File: config.mk
export PLATFORM = sky130hd
export DESIGN_NAME = mem_port_arbiter
export DESIGN_NICKNAME = d
export VERILOG_FILES = /design/src/rtl/mem_port_arbiter_pkg.sv /design/src/rtl/mem_port_arbiter_watchdog.sv /design/src/rtl/mem_port_arbiter.sv
export SDC_FILE = /design/constraint.sdc
export NUM_CORES = 1
export LEC_CHECK = 0
export CAP_MARGIN = 5
export CORE_MARGIN = 2
export CORE_UTILIZATION = 42
export DETAILED_ROUTE_END_ITERATION = 12
export PLACE_DENSITY = 0.87
export SETUP_SLACK_MARGIN = 0.1
export SYNTH_ARGS = -nofsm -noshare
export SYNTH_HDL_FRONTEND = slang
export SYNTH_HIERARCHICAL = 1
export SYNTH_SLANG_ARGS = --single-unit
File: constraint.sdc
create_clock -name clk -period 2.45 [get_ports clk]
set_input_delay 0.245 -clock clk [delete_from_list [all_inputs] [get_ports clk]]
set_output_delay 0.245 -clock clk [all_outputs]
set_load 0.02 [all_outputs]
File: src/rtl/mem_port_arbiter_pkg.sv
// Shared definitions for the external memory port arbiter: state encoding and address width.
package mem_port_arbiter_pkg;

  localparam int ADDR_W = 25;

  typedef enum logic [1:0] {
    S_IDLE = 2'd0,
    S_CMD  = 2'd1,
    S_DATA = 2'd2,
    S_GAP  = 2'd3
  } arb_state_e;

endpackage

File: src/rtl/mem_port_arbiter_watchdog.sv
// Counts idle data-phase cycles between word acks; fires when the idle run reaches TIMEOUT.
module mem_port_arbiter_watchdog #(
  parameter int TIMEOUT = 255
) (
  input  logic clk,
  input  logic reset,
  input  logic en,
  input  logic ack,
  output logic fire
);

  localparam int W = $clog2(TIMEOUT + 1);

  logic [W-1:0] idle_cnt;

  // Fires on the TIMEOUT-th consecutive cycle without an ack.
  assign fire = en && !ack && (idle_cnt == W'(TIMEOUT - 1));

  always_ff @(posedge clk or negedge reset) begin
    if (!reset) begin
      idle_cnt <= '0;
    end else if (!en || ack || fire) begin
      idle_cnt <= '0;
    end else begin
      idle_cnt <= idle_cnt + 1'b1;
    end
  end

endmodule

File: src/rtl/mem_port_arbiter.sv
// Shares the single memory port between the ADC write stream and the brush read stream,
// one burst at a time, with per-word address-advance pulses back to the address generator.
//   state  | meaning
//   S_IDLE | evaluate requests, latch grant direction and start address
//   S_CMD  | hold burst command until the controller accepts it
//   S_DATA | count word acks, pulse *_addr_up, watchdog armed
//   S_GAP  | one settle cycle for the address generator
import mem_port_arbiter_pkg::*;

module mem_port_arbiter #(
  parameter int BURST_LEN  = 16,
  parameter int LVL_W      = 10,
  parameter int URGENT_LVL = 768,
  parameter int TIMEOUT    = 255
) (
  input  logic              clk,
  input  logic              reset,
  input  logic              wr_req,
  input  logic [LVL_W-1:0]  wr_fifo_level,
  input  logic              rd_req,
  input  logic [ADDR_W-1:0] wr_addr,
  input  logic [ADDR_W-1:0] rd_addr,
  output logic              wr_addr_up,
  output logic              rd_addr_up,
  output logic              wr_fifo_rd,
  output logic              mem_cmd_valid,
  input  logic              mem_cmd_ready,
  output logic              mem_cmd_we,
  output logic [ADDR_W-1:0] mem_cmd_addr,
  input  logic              mem_wack,
  input  logic              mem_rvalid,
  output logic              busy,
  output logic              err_timeout
);

  localparam int CNT_W = $clog2(BURST_LEN) + 1;

  arb_state_e       state;
  logic             last_we;
  logic [CNT_W-1:0] word_cnt;
  logic             in_data;
  logic             wr_ack;
  logic             rd_ack;
  logic             word_ack;
  logic             wd_fire;
  logic             urgent;
  logic             grant_we;

  assign in_data  = (state == S_DATA);
  assign wr_ack   = in_data && mem_cmd_we && mem_wack;
  assign rd_ack   = in_data && !mem_cmd_we && mem_rvalid;
  assign word_ack = wr_ack || rd_ack;

  assign wr_addr_up = wr_ack;
  assign wr_fifo_rd = wr_ack;
  assign rd_addr_up = rd_ack;

  // A nearly full write FIFO overrides round-robin so ADC samples are never dropped.
  assign urgent   = wr_req && (wr_fifo_level >= LVL_W'(URGENT_LVL));
  assign grant_we = urgent || (wr_req && (!rd_req || !last_we));

  mem_port_arbiter_watchdog #(
    .TIMEOUT(TIMEOUT)
  ) u_watchdog (
    .clk  (clk),
    .reset(reset),
    .en   (in_data),
    .ack  (word_ack),
    .fire (wd_fire)
  );

  always_ff @(posedge clk or negedge reset) begin
    if (!reset) begin
      state         <= S_IDLE;
      last_we       <= 1'b1;
      word_cnt      <= '0;
      mem_cmd_valid <= 1'b0;
      mem_cmd_we    <= 1'b0;
      mem_cmd_addr  <= '0;
      busy          <= 1'b0;
      err_timeout   <= 1'b0;
    end else begin
      case (state)
        S_IDLE: begin
          if (wr_req || rd_req) begin
            state         <= S_CMD;
            mem_cmd_we    <= grant_we;
            last_we       <= grant_we;
            mem_cmd_addr  <= grant_we ? wr_addr : rd_addr;
            mem_cmd_valid <= 1'b1;
            busy          <= 1'b1;
          end
        end
        S_CMD: begin
          if (mem_cmd_ready) begin
            mem_cmd_valid <= 1'b0;
            word_cnt      <= '0;
            state         <= S_DATA;
          end
        end
        S_DATA: begin
          if (word_ack) begin
            word_cnt <= word_cnt + 1'b1;
            if (word_cnt == CNT_W'(BURST_LEN - 1)) begin
              state <= S_GAP;
            end
          end else if (wd_fire) begin
            err_timeout <= 1'b1;
            state       <= S_GAP;
          end
        end
        S_GAP: begin
          state <= S_IDLE;
          busy  <= 1'b0;
        end
        default: begin
          state <= S_IDLE;
          busy  <= 1'b0;
        end
      endcase
    end
  end

endmodule

==> insert_results.sql, run 1 <==
INSERT INTO impl_metrics (metric_group, metric, value, unit) VALUES
('logic_synthesis', 'mappedNetlistNets', '308', ''),
('clock_network', 'cts_post_setup_buffers_inserted', '0', ''),
('logic_synthesis', 'synth.yosys.seq_area_share', '0.486', ''),
('sta', 'period_share', '0.887', ''),
('clock_network', 'htree_num_levels', '2', ''),
('critical_path', 'worstReg2RegEnd', 'state[1]$_DFFE_PN0P_', ''),
('sta', 'finalSetupViolCount', '0', ''),
('critical_path', 'end_kind', 'primary output', ''),
('route', 'wirelength', '5320', 'µm'),
('layout', 'area.sequential', '1130', 'µm²'),
('grt', 'grt_pass1_vias', '2017', ''),
('sta', 'tightestPinTransition', '0.439', 'ns'),
('layout', 'n_fill_cell', '450', ''),
('place', 'dp_cells', '390', ''),
('logic_synthesis', 'synthesis.instances', '232', ''),
('sta', 'final.min_clock_period', '2.17', 'ns'),
('floorplanning', 'start_util', '0.429', ''),
('layout', 'post_route_non_filler_standard_cell_count', '399', ''),
('critical_path', 'critical_path_required', '2.20', 'ns'),
('floorplanning', 'fp.dieW', '78.3', 'µm'),
('place', 'placedInstanceArea', '3320', 'µm²'),
('clock_network', 'clk_path_buf_depth', '2', ''),
('critical_path', 'crit_path_end', 'wr_fifo_rd', ''),
('layout', 'mostFrequentLayoutCell', 'sky130_fd_sc_hd__clkdlybuf4s50_1', ''),
('logic_synthesis', 'synth-warning-count', '6', ''),
('route', 'drt-wirelength-per-cell', '13.3', 'µm'),
('status', 'status', 'completed', ''),
('clock_network', 'root_buffer', 'sky130_fd_sc_hd__clkbuf_8', ''),
('layout', 'share_of_layout_cells_above_drive_strength_1', '0.0795', ''),
('job', 'cap_viol_max_count', '0', ''),
('sta', 'clock_skew', '0.00523', 'ns'),
('clock_network', 'cts.sinks', '45', ''),
('critical_path', 'worstSetupPathType', 'flop to primary output', ''),
('critical_path', 'cp_max_fo', '5', ''),
('layout', 'synthToLayoutAreaGrowth', '47.7', '%'),
('layout', 'commonest_non_fill_non_tap_cells_in_the_layout', '88 x sky130_fd_sc_hd__clkdlybuf4s50_1, 44 x sky130_fd_sc_hd__dfrtp_1, 39 x sky130_fd_sc_hd__o21ai_0', ''),
('logic_synthesis', 'number_of_distinct_standard_cells_referenced_by_the_synthesized_netlist', '41', ''),
('logic_synthesis', 'postSynthAreaPerCell', '9.99', 'µm²'),
('grt', 'grt_start_max_net_pins', '50', ''),
('layout', 'design_area', '3420', 'µm²'),
('place', 'gp_congestion', '0.817', ''),
('sta', 'tns', '0', 'ns'),
('layout', 'final_net_count', '402', ''),
('logic_synthesis', 'post_synth_instance_area', '2320', 'µm²'),
('route', 'top_layer_used', 'met4', ''),
('critical_path', 'rr_startpoint', 'state[0]$_DFFE_PN0P_', ''),
('route', 'antenna_left', '0', ''),
('place', 'portBuffers', '90', ''),
('floorplanning', 'die_area', '6130', 'µm²'),
('hold_path', 'timing.hold.worst.class', 'primary input to asynchronous set/reset pin', ''),
('sta', 'setup_repair_after_global_routing_missed_its_margin', 'no', ''),
('place', 'post-place-ws', '0.374', 'ns'),
('critical_path', 'timing.critical_path.from', 'state[0]$_DFFE_PN0P_', ''),
('logic_synthesis', 'synth.ff_latch_count', '45', ''),
('power_and_ir_drop', 'peak_vdd_ir', '0.503', 'mV'),
('layout', 'antenna_cells', '0', ''),
('place', 'dp.final_hpwl', '4150', 'µm'),
('grt', 'grt_pass1_wl', '8910', 'µm'),
('route', 'route.detailed.drc', '0', ''),
('route', 'vias', '2020', ''),
('clock_network', 'tritoncts.num_buffers', '5', ''),
('sta', 'max_clock_freq', '460', 'MHz'),
('grt', 'grt.total_usage', '0.185', ''),
('sta', 'timing.final.max_slew_violations', '0', ''),
('clock_network', 'cts_tree', 'done', ''),
('grt', 'number_of_antenna_violations_at_the_first_check_in_global_routing', '0', ''),
('critical_path', 'worst-endpoint-arrival', '1.93', 'ns'),
('floorplanning', 'core_area', '5410', 'µm²'),
('power_and_ir_drop', 'power_density', '1020', 'nW/µm²'),
('grt', 'global_route.overflow_total', '0', ''),
('critical_path', 'ff2ff_setup_slack', '0.33', 'ns');
==> worst min-delay path by stage <==
stage | start | end | cells after the start
after detailed placement | reset | mem_cmd_addr[21]$_DFFE_PN0P_ | 1
final | reset | word_cnt[4]$_DFFE_PN0P_ | 2
after CTS | reset | mem_cmd_addr[21]$_DFFE_PN0P_ | 2
after global placement | reset | mem_cmd_addr[21]$_DFFE_PN0P_ | 1
after floorplan | reset | busy$_DFFE_PN0P_ | 0
after global routing | reset | mem_cmd_addr[21]$_DFFE_PN0P_ | 2
==> power breakdown <==
group | total (mW) | internal (mW) | leakage (nW) | switching (mW)
clock | 0.451 | 0.197 | 0.0439 | 0.254
sequential | 1.24 | 1.04 | 0.570 | 0.201
combinational | 1.80 | 0.847 | 0.948 | 0.954
total | 3.49 | 2.08 | 1.56 | 1.41
==> per-layer routing <==
metal | track usage | vias to the layer above
met1 | 0.221 | 923
met2 | 0.288 | 83
li1 | - | 1004
met4 | 0.0737 | 0
met3 | 0.0885 | 10
met5 | 0 | -
==> through the flow <==
stage	hold slack (ns)	power (mW)
6_report	0.427	3.49
5_1_grt	0.445	3.76
4_1_cts	0.414	3.53
3_5_place_dp	0.208	3.06
3_3_place_gp	0.211	3.00
2_1_floorplan	-0.0506	2.24
==> timing repair <==
| action | CTS | global route |
|---|---|---|
| hold buffers | 1 | 0 |
| hold endpoints to repair | 18 | 0 |
| resized for setup | 0 | 1 |
| setup endpoints to repair | 0 | 1 |
==> logic make-up after synthesis <==
kind of cell	Yosys count	share of synthesized area
DFF	45	0.486
AOI/OAI and AO/OA	62	0.152
muxes	28	0.124
adders and majority gates	9	0.0486
buffers and inverters	19	0.0405
and+or+nand+nor	67	0.142
xor gates and xnor gates	2	0.00756
==> sequential cells by signal, summed over array words and instances (netlist names) <==
register	cells
word_cnt	5
u_watchdog/idle_cnt	8
mem_cmd_valid	1
state	2
mem_cmd_addr	25
busy	1
err_timeout	1
last_we	1
mem_cmd_we	1
==> cells in the mapped netlist, drive strengths merged <==
master  number  share of area
mux2i       26           0.11
a31oi        3         0.0081
a21oi        6          0.013
o21ai       42          0.091
and2         1         0.0027
nand4        3          0.015
a41o         1         0.0043
dfrtp       44           0.47
o31ai        2         0.0065
clkbuf       5         0.0081
ha           9          0.049
o32a         1         0.0043
nor2         7          0.011
o21bai       1         0.0032
and2b        1         0.0038
or4          1         0.0032
a31o         1         0.0038
nor3b        1         0.0032
nor2b        1         0.0027
nor3         3         0.0065
mux2         2          0.011
dfstp        1          0.011
o311ai       1         0.0038
and3         3         0.0092
nand2b       3         0.0081
a21o         1         0.0032
a211oi       1         0.0032
nand2       37          0.060
xor2         1         0.0038
or4b         1         0.0043
buf          5          0.018
a22o         2         0.0076
or3b         1         0.0038
nand3        4         0.0086
inv          9          0.015
xnor2        1         0.0038
==> area by class of cell <==
cell class,instances,area share
clock buffer,5,0.0201
clock inverter,3,0.00512
inverter,9,0.00987
multi-input combinational,168,0.327
sequential,45,0.329
tap,72,0.0263
timing repair buffer,97,0.282
==> worst max-delay path, cell delays in order, from the launching register on <==
cell	delay (ns)
sky130_fd_sc_hd__dfrtp_1	0.43
sky130_fd_sc_hd__inv_1	0.12
sky130_fd_sc_hd__ha_1	0.26
sky130_fd_sc_hd__and3_2	0.22
sky130_fd_sc_hd__clkdlybuf4s50_1	0.60
(Power assumes the default switching activity.)
==> inputs of run 2 (changes only) <==
Settings changed: HOLD_SLACK_MARGIN set to 0.02.
==> results of run 2 <==
Same layout as run 1: the final DEF is identical, and so are final timing and power.
